**config.mk**
```make
export PLATFORM = sky130hd
export DESIGN_NAME = updown_counter_mod
export DESIGN_NICKNAME = d
export VERILOG_FILES = /design/src/rtl/updown_counter_mod.sv
export SDC_FILE = /design/constraint.sdc
export NUM_CORES = 1
export LEC_CHECK = 0
export CELL_PAD_IN_SITES_DETAIL_PLACEMENT = 1
export CELL_PAD_IN_SITES_GLOBAL_PLACEMENT = 2
export CORE_UTILIZATION = 30
export CTS_BUF_LIST = sky130_fd_sc_hd__clkbuf_4 sky130_fd_sc_hd__clkbuf_8
export CTS_CLUSTER_DIAMETER = 150
export DETAILED_ROUTE_END_ITERATION = 8
export PLACE_DENSITY_LB_ADDON = 0.1
export SETUP_SLACK_MARGIN = 0.2
export SYNTH_ARGS = -nofsm -noshare
export SYNTH_HDL_FRONTEND = slang
export SYNTH_SLANG_ARGS = --single-unit
```
**constraint.sdc**
```tcl
create_clock -name clk -period 6.03 [get_ports clk]
set_input_delay 1.206 -clock clk [delete_from_list [all_inputs] [get_ports clk]]
set_output_delay 1.206 -clock clk [all_outputs]
set_load 0.02 [all_outputs]
```
**src/rtl/updown_counter_mod.sv**
```systemverilog
// Parametrised up/down counter with modulo limit, wrap/saturate mode, terminal-count pulse and sticky flags.
// Optional prescaler enabled by defining UDCNT_PRESCALE_EN (adds the prescale input).
module updown_counter_mod #(
  parameter int WIDTH      = 8,
  parameter int RESET_VAL  = 0,
  parameter int PRESCALE_W = 4
) (
  input  logic                  clk,
  input  logic                  rst_n,
  input  logic                  en,
  input  logic                  up,
  input  logic                  clr,
  input  logic                  load,
  input  logic [WIDTH-1:0]      load_val,
  input  logic [WIDTH-1:0]      max_val,
  input  logic                  sat_mode,
  input  logic                  flag_clr,
`ifdef UDCNT_PRESCALE_EN
  input  logic [PRESCALE_W-1:0] prescale,
`endif
  output logic [WIDTH-1:0]      cnt,
  output logic                  tc,
  output logic                  ovf,
  output logic                  unf
);

  if (WIDTH < 2) begin : g_bad_width
    $error("updown_counter_mod: WIDTH must be >= 2");
  end
  if (PRESCALE_W < 1) begin : g_bad_prescale_w
    $error("updown_counter_mod: PRESCALE_W must be >= 1");
  end

  localparam logic [WIDTH-1:0] RST_CNT = WIDTH'(RESET_VAL);

  logic [WIDTH-1:0] cnt_q, cnt_d;
  logic             tc_q, tc_d;
  logic             ovf_q, ovf_d;
  logic             unf_q, unf_d;
  logic             step;

`ifdef UDCNT_PRESCALE_EN
  logic [PRESCALE_W-1:0] presc_q, presc_d;

  // A step happens only on the enabled cycle where the prescaler has reached its compare value.
  assign step = en && (presc_q == prescale);
`else
  assign step = en;
`endif

  always_comb begin
    // NOTE: every signal written here gets a default first, so no path leaves one unassigned and no latch is inferred.
    cnt_d = cnt_q;
    tc_d  = 1'b0;
    ovf_d = ovf_q & ~flag_clr;
    unf_d = unf_q & ~flag_clr;
`ifdef UDCNT_PRESCALE_EN
    presc_d = presc_q;
`endif
    if (clr) begin
      cnt_d = '0;
`ifdef UDCNT_PRESCALE_EN
      presc_d = '0;
`endif
    end else if (load) begin
      cnt_d = load_val;
`ifdef UDCNT_PRESCALE_EN
      presc_d = '0;
`endif
    end else begin
`ifdef UDCNT_PRESCALE_EN
      if (en) begin
        presc_d = step ? '0 : presc_q + 1'b1;
      end
`endif
      if (step) begin
        // Flag sets are applied after the flag_clr default, so a set wins over a same-cycle clear.
        if (up) begin
          if (cnt_q >= max_val) begin
            cnt_d = sat_mode ? max_val : '0;
            ovf_d = 1'b1;
            tc_d  = 1'b1;
          end else begin
            cnt_d = cnt_q + 1'b1;
          end
        end else begin
          if (cnt_q == '0) begin
            cnt_d = sat_mode ? '0 : max_val;
            unf_d = 1'b1;
            tc_d  = 1'b1;
          end else begin
            cnt_d = cnt_q - 1'b1;
          end
        end
      end
    end
  end

  // NOTE: state registers use non-blocking assignments so every flop samples the pre-edge value of its inputs.
  always_ff @(posedge clk or negedge rst_n) begin
    if (!rst_n) begin
      cnt_q <= RST_CNT;
      tc_q  <= 1'b0;
      ovf_q <= 1'b0;
      unf_q <= 1'b0;
`ifdef UDCNT_PRESCALE_EN
      presc_q <= '0;
`endif
    end else begin
      cnt_q <= cnt_d;
      tc_q  <= tc_d;
      ovf_q <= ovf_d;
      unf_q <= unf_d;
`ifdef UDCNT_PRESCALE_EN
      presc_q <= presc_d;
`endif
    end
  end

  assign cnt = cnt_q;
  assign tc  = tc_q;
  assign ovf = ovf_q;
  assign unf = unf_q;

endmodule
```
# == After elaboration in Yosys (flattened, before gate mapping) ==
# Cells that the tools add are included.
# classes
addsub,2
n_lt_le_gt_ge,1
n_bitwise,3
n_mux,24
n_reduce_logical,2
# op_table
operator,n
8-bit two-way mux,8
1-bit two-way mux,16
"8-bit by 1-bit adder with 8-bit output, second input constant",1
8-bit >= comparator,1
8-bit zero test,1
"8-bit by 1-bit subtractor with 8-bit output, second input constant",1
3-bit nonzero test,1
1-bit bitwise AND,2
1-bit NOT,1
# word_totals
word_cells,36
out_inout_bits,11
register_bits,11

# == Longest topological paths before layout ==
# logic_depth
word_depth,7
depth_mapped,9

# == Least setup slack after synthesis ==
# No wires, ideal clock.
# synth_timing
path_kind,input to register
start,input max_val[5]
end,"register cnt_q[1], in the netlist cnt[1]"
n_path_buf,0
t_required_ns,5.894
path_slack_ns,2.903
stages,7
t_arrival_ns,2.990
path_cell_list,inv_1 -> ha_1 -> and3_1 -> a221oi_1 -> a211oi_1 -> a2111oi_0 -> o21ai_0
# synth_via
elab_chain_cells,6
# synth_lines
item,line_no,source
from (decl),15,"input logic [WIDTH-1:0] max_val,"
8-bit >= comparator,79,if (cnt_q >= max_val) begin
8-bit two-way mux,79,
8-bit two-way mux,78,if (up) begin
8-bit two-way mux,76,if (step) begin
8-bit two-way mux,65,end else if (load) begin
8-bit two-way mux,60,if (clr) begin
to (signal assigned),110,cnt_q <= cnt_d;
to (decl),36,"logic [WIDTH-1:0] cnt_q, cnt_d;"
# Every way passes these cells. The select of a mux whose other input is x is not followed.
# A chain may end at the register's enable or synchronous reset.

# == Worst setup path in the final report ==
# layout_timing
start,input max_val[7]
end,"register cnt_q[1], in the netlist cnt[1]"
# The elaborated chain is that of the path after synthesis.

==> flow_results.org <==
** Outcome
- The flow ran to the end, and the final reports show no timing, DRC or antenna violations.

** Synth
- The mapped netlist covers 1290 um2.
- Multiplexer cells account for 1.55% of the synthesized area.
- During synthesis, Yosys emitted a total of 0 warnings.
- Most repeated cell in the gate-level netlist after synthesis :: sky130_fd_sc_hd__inv_1
- Number of synthesized flops with an enable pin :: 0
- Of the synthesized area, sequential elements account for 21.3%.
- After synthesis, the mean cell area works out to 7.90 um2.
- Synthesis produced 164 cells.
- Summing the areas of all xor and xnor instances in the mapped netlist gives 6.76% of the synthesized area.
- Synth cell count leaders :: 17 x sky130_fd_sc_hd__inv_1, 16 x sky130_fd_sc_hd__nand2_1, 11 x sky130_fd_sc_hd__dfrtp_1, 11 x sky130_fd_sc_hd__ha_1, 11 x sky130_fd_sc_hd__nor2_1
- FF+latch count, synth :: 11
- Summing the areas of all compound-gate instances in the mapped netlist gives 27.7% of the synthesized area.
- Async set-or-reset flop fraction in the synthesized netlist :: 100%
- When the netlist entered floorplanning its net count stood at 199.
- Synth top area share :: 21.3%
- Summing the areas of all and, or, nand and nor instances in the mapped netlist gives 22.3% of the synthesized area.
- Number of different library cells in the post-synthesis netlist :: 50
- Commonest register cell after synthesis :: sky130_fd_sc_hd__dfrtp_1
- The largest total area in the synthesized netlist belongs to sky130_fd_sc_hd__dfrtp_1.
- Top post-synthesis cells by area :: sky130_fd_sc_hd__dfrtp_1 21%, sky130_fd_sc_hd__ha_1 11%, sky130_fd_sc_hd__inv_1 4.9%
- Fraction of the mapped netlist area in adder cells :: 10.6%
- By area, the combinational part of the netlist is dominated by compound AO/OA/AOI/OAI gates.

** Clock network
- Buffers inserted to repair hold after CTS numbered 0.
- CTS tree :: done
- Counting along the longest clock path gives a buffer depth of 2.
- Number of clock sinks seen by CTS :: 11
- CTS built an H-tree with a depth of 1.
- In this run, post-CTS repair resized a total of 0 instances.
- Worst-skew pair later-pin latency :: 0.24 ns
- Cts bufs inserted :: 3
- Clock-pin slew was measured on the worst setup and hold paths at 0.05 ns.
- Clock Tree Root :: sky130_fd_sc_hd__clkbuf_8
- Buffers added to address setup during post-CTS repair amount to 0.

** Worst setup path
- In this run the critical register-to-register path is launched from cnt[6].
- Data on the critical path is required at its endpoint by 6.13 ns.
- Critical path capture point type :: flop
- Element type at the critical path start :: input port
- The critical path goes through clkdlybuf4s50_1 > inv_1 > ha_1 > and3_1 > a221oi_1 > a211oi_1 > a2111oi_0 > o21ai_0.
- The endpoint identified for the worst register-to-register timing path is cnt[1].
- For flop-to-flop paths, the worst setup slack is 3.15 ns.
- The slowest stage of the critical path is the sky130_fd_sc_hd__a221oi_1 cell.
- The worst setup path is of the in2reg kind.
- Crit path max-delay family :: compound AO/OA/AOI/OAI gates
- Data arrives at the worst endpoint at 3.93 ns.
- Counting cells, the worst reg-to-reg path comes to 6.
- Number of buffer and inverter stages on the critical path :: 2
- For this run, the slowest stage of the critical path takes 0.87 ns.
- Of all nets on the critical path, the largest fanout is 10.

** Worst hold path
- WHS Path Cells :: 2
- In this run the most critical hold path is launched from ovf.
- The path with the worst hold slack has its endpoint at ovf.
- Classification of the worst-slack hold path :: reg2reg

** Floorplanning
- Top-level I/O count :: 35
- Initial core utilization :: 31.7%
- X dimension of the die :: 67.7 um
- Number of rows in the core area :: 23
- Core area :: 4090 um2
- The floorplan step defined a die boundary enclosing 4580 um2.
- Die span in y :: 67.7 um

** Finish
- At the end of the flow the core is filled with cells to 41.2%.
- The number of antenna diodes in the final layout is 0.
- Synthesis-to-finish area growth :: 30.0%
- Fill cells in the final layout number 525.
- At the end of the flow, the number of nets in the layout was 227.
- The finished layout holds 241 standard cells, fillers aside.
- Share of cells above drive strength 1 :: 5.24%

** Routing
- In the routed layout, each cell is associated on average with a via count of 5.47.
- The detailed router placed 1319 vias in this run.
- Wire length after detailed routing :: 4470 um
- Routed WL per cell :: 18.6 um
- For this run, design rule violations remaining after detail routing come to 0.
- The detailed router finished its first iteration with 57 violations.
- Remaining antenna violation count :: 0
- The first detailed-routing pass took 4 iterations.

** Timing
- The worst path in the final design needs a cycle of 3.83 ns, including I/O delays and setup.
- Count of endpoints failing setup in the final report :: 0
- Final Worst Setup Slack :: 2.20 ns
- Slew Limit Headroom :: 33.2%
- Actual slew at the worst max-slew pin :: 1.00 ns
- After layout, the worst path uses 63.5% of the clock period.
- Setup repair after global routing left no endpoint under its margin.
- Based on the critical path, the design can be clocked at up to 0.261 GHz.
- Setup total negative slack on the finished layout was measured at 0 ns.
- On the final layout, the worst clock skew is 0.00569 ns.
- The final hold violation count was 0.
- Final slew viol count :: 0

** Global route
- Summed over all layers, the global routing overflow is 0.
- Entering global routing, the biggest net connects 19 pins.
- The number of antenna violations at the first check in global routing came to 0.
- The first global-routing pass estimated 7220 um of wire.
- Number of global-route vias before repair :: 1435
- In the global route stage, overall resource usage came out at 21.7%.

** Placement
- At the placement stage, the worst setup path has a slack of 1.94 ns.
- Port-buffer cells :: 34
- Total placed cells including tap cells :: 237
- Routability Congestion :: 0.807
- Half-perimeter wire length of the detailed placement result :: 3520 um

** Pwr
- Maximum vdd ir drop :: 0.0000858 V
- The design draws 0.308 mW.
- Dividing total power by cell area gives a power density of 183 nW/um2.
- Summed over all cells, the static leakage comes to 0.715 nW.

** Flow run
- The tool flagged a number of max-cap violations equal to 0.
==> where the power goes <==
group	leakage (nW)	total [mW]	switching (mW)	internal, mW
sequential	0.147	0.0951	0.0161	0.0790
combinational	0.542	0.133	0.0694	0.0634
clock	0.0262	0.0798	0.0288	0.0510
total	0.715	0.308	0.114	0.193
==> registers in the layout, indices dropped and copies added, names as in the netlist <==
| signal | cells |
|---|---|
| ovf | 1 |
| cnt | 8 |
| tc | 1 |
| unf | 1 |
==> metrics by stage <==
step	instance area, um2	hold slack (ns)
2_1_floorplan	1290	0.616
3_3_place_gp	1640	0.518
3_5_place_dp	1640	0.537
4_1_cts	1680	0.544
5_1_grt	1680	0.571
6_report	1680	0.539
==> worst max-delay path by stage <==
stage,start,endpoint,cells after the start
finish,max_val[7],cnt[1],8
global route,max_val[7],cnt[1],8
CTS,max_val[7],cnt[1],8
detailed placement,max_val[7],cnt[1],8
global placement,max_val[7],cnt[1],8
floorplan,max_val[5],cnt[1],7
==> cell families (layout without fill, tap and decap cells) <==
kind of cell,after synthesis,after routing
and+or+nand+nor,54,54
adders and majority gates,11,11
DFF,11,11
xor gates and xnor gates,10,10
AOI/OAI and AO/OA,48,48
muxes,2,2
buffers and inverters,28,55
==> placed cells by master, fill, tap and decap left out, types with 3 or more instances in the layout <==
cell / count
sky130_fd_sc_hd__nand2_1: 16
sky130_fd_sc_hd__nor2_1: 11
sky130_fd_sc_hd__inv_1: 17
sky130_fd_sc_hd__ha_1: 11
sky130_fd_sc_hd__nor3b_1: 4
sky130_fd_sc_hd__clkdlybuf4s50_1: 34
sky130_fd_sc_hd__clkbuf_8: 3
sky130_fd_sc_hd__nor3_1: 4
sky130_fd_sc_hd__nor2b_1: 4
sky130_fd_sc_hd__dfrtp_1: 11
sky130_fd_sc_hd__nand3_1: 6
sky130_fd_sc_hd__xor2_1: 5
sky130_fd_sc_hd__a21oi_1: 9
sky130_fd_sc_hd__o21ai_0: 7
sky130_fd_sc_hd__xnor2_1: 5
==> worst reg2reg max path, delay by kind of cell, from the launching register on <==
| kind | cells | cell delay [ns] |
|---|---|---|
| simple gates | 1 | 0.18 |
| compound gates | 4 | 1.67 |
| flops | 1 | 0.57 |
| fa+ha+maj | 1 | 0.33 |
==> final cells by class <==
type | count | area (um2) | share of cell area (%)
multi-input cells | 125 | 893 | 53.0
repair buffers | 34 | 340 | 20.2
flip-flops and latches | 11 | 275 | 16.3
inverters | 17 | 63.8 | 3.79
well taps | 50 | 62.6 | 3.71
clock buffers | 4 | 48.8 | 2.90
==> per-layer routing <==
metal	global-route usage (%)	vias up	wire [um]
met4	5.59	0	19
met3	1.52	2	74
met1	29.2	646	2240
met5	0	-	0
met2	37.0	18	2140
li1	-	653	-
Power figures use the tool's default switching activity.
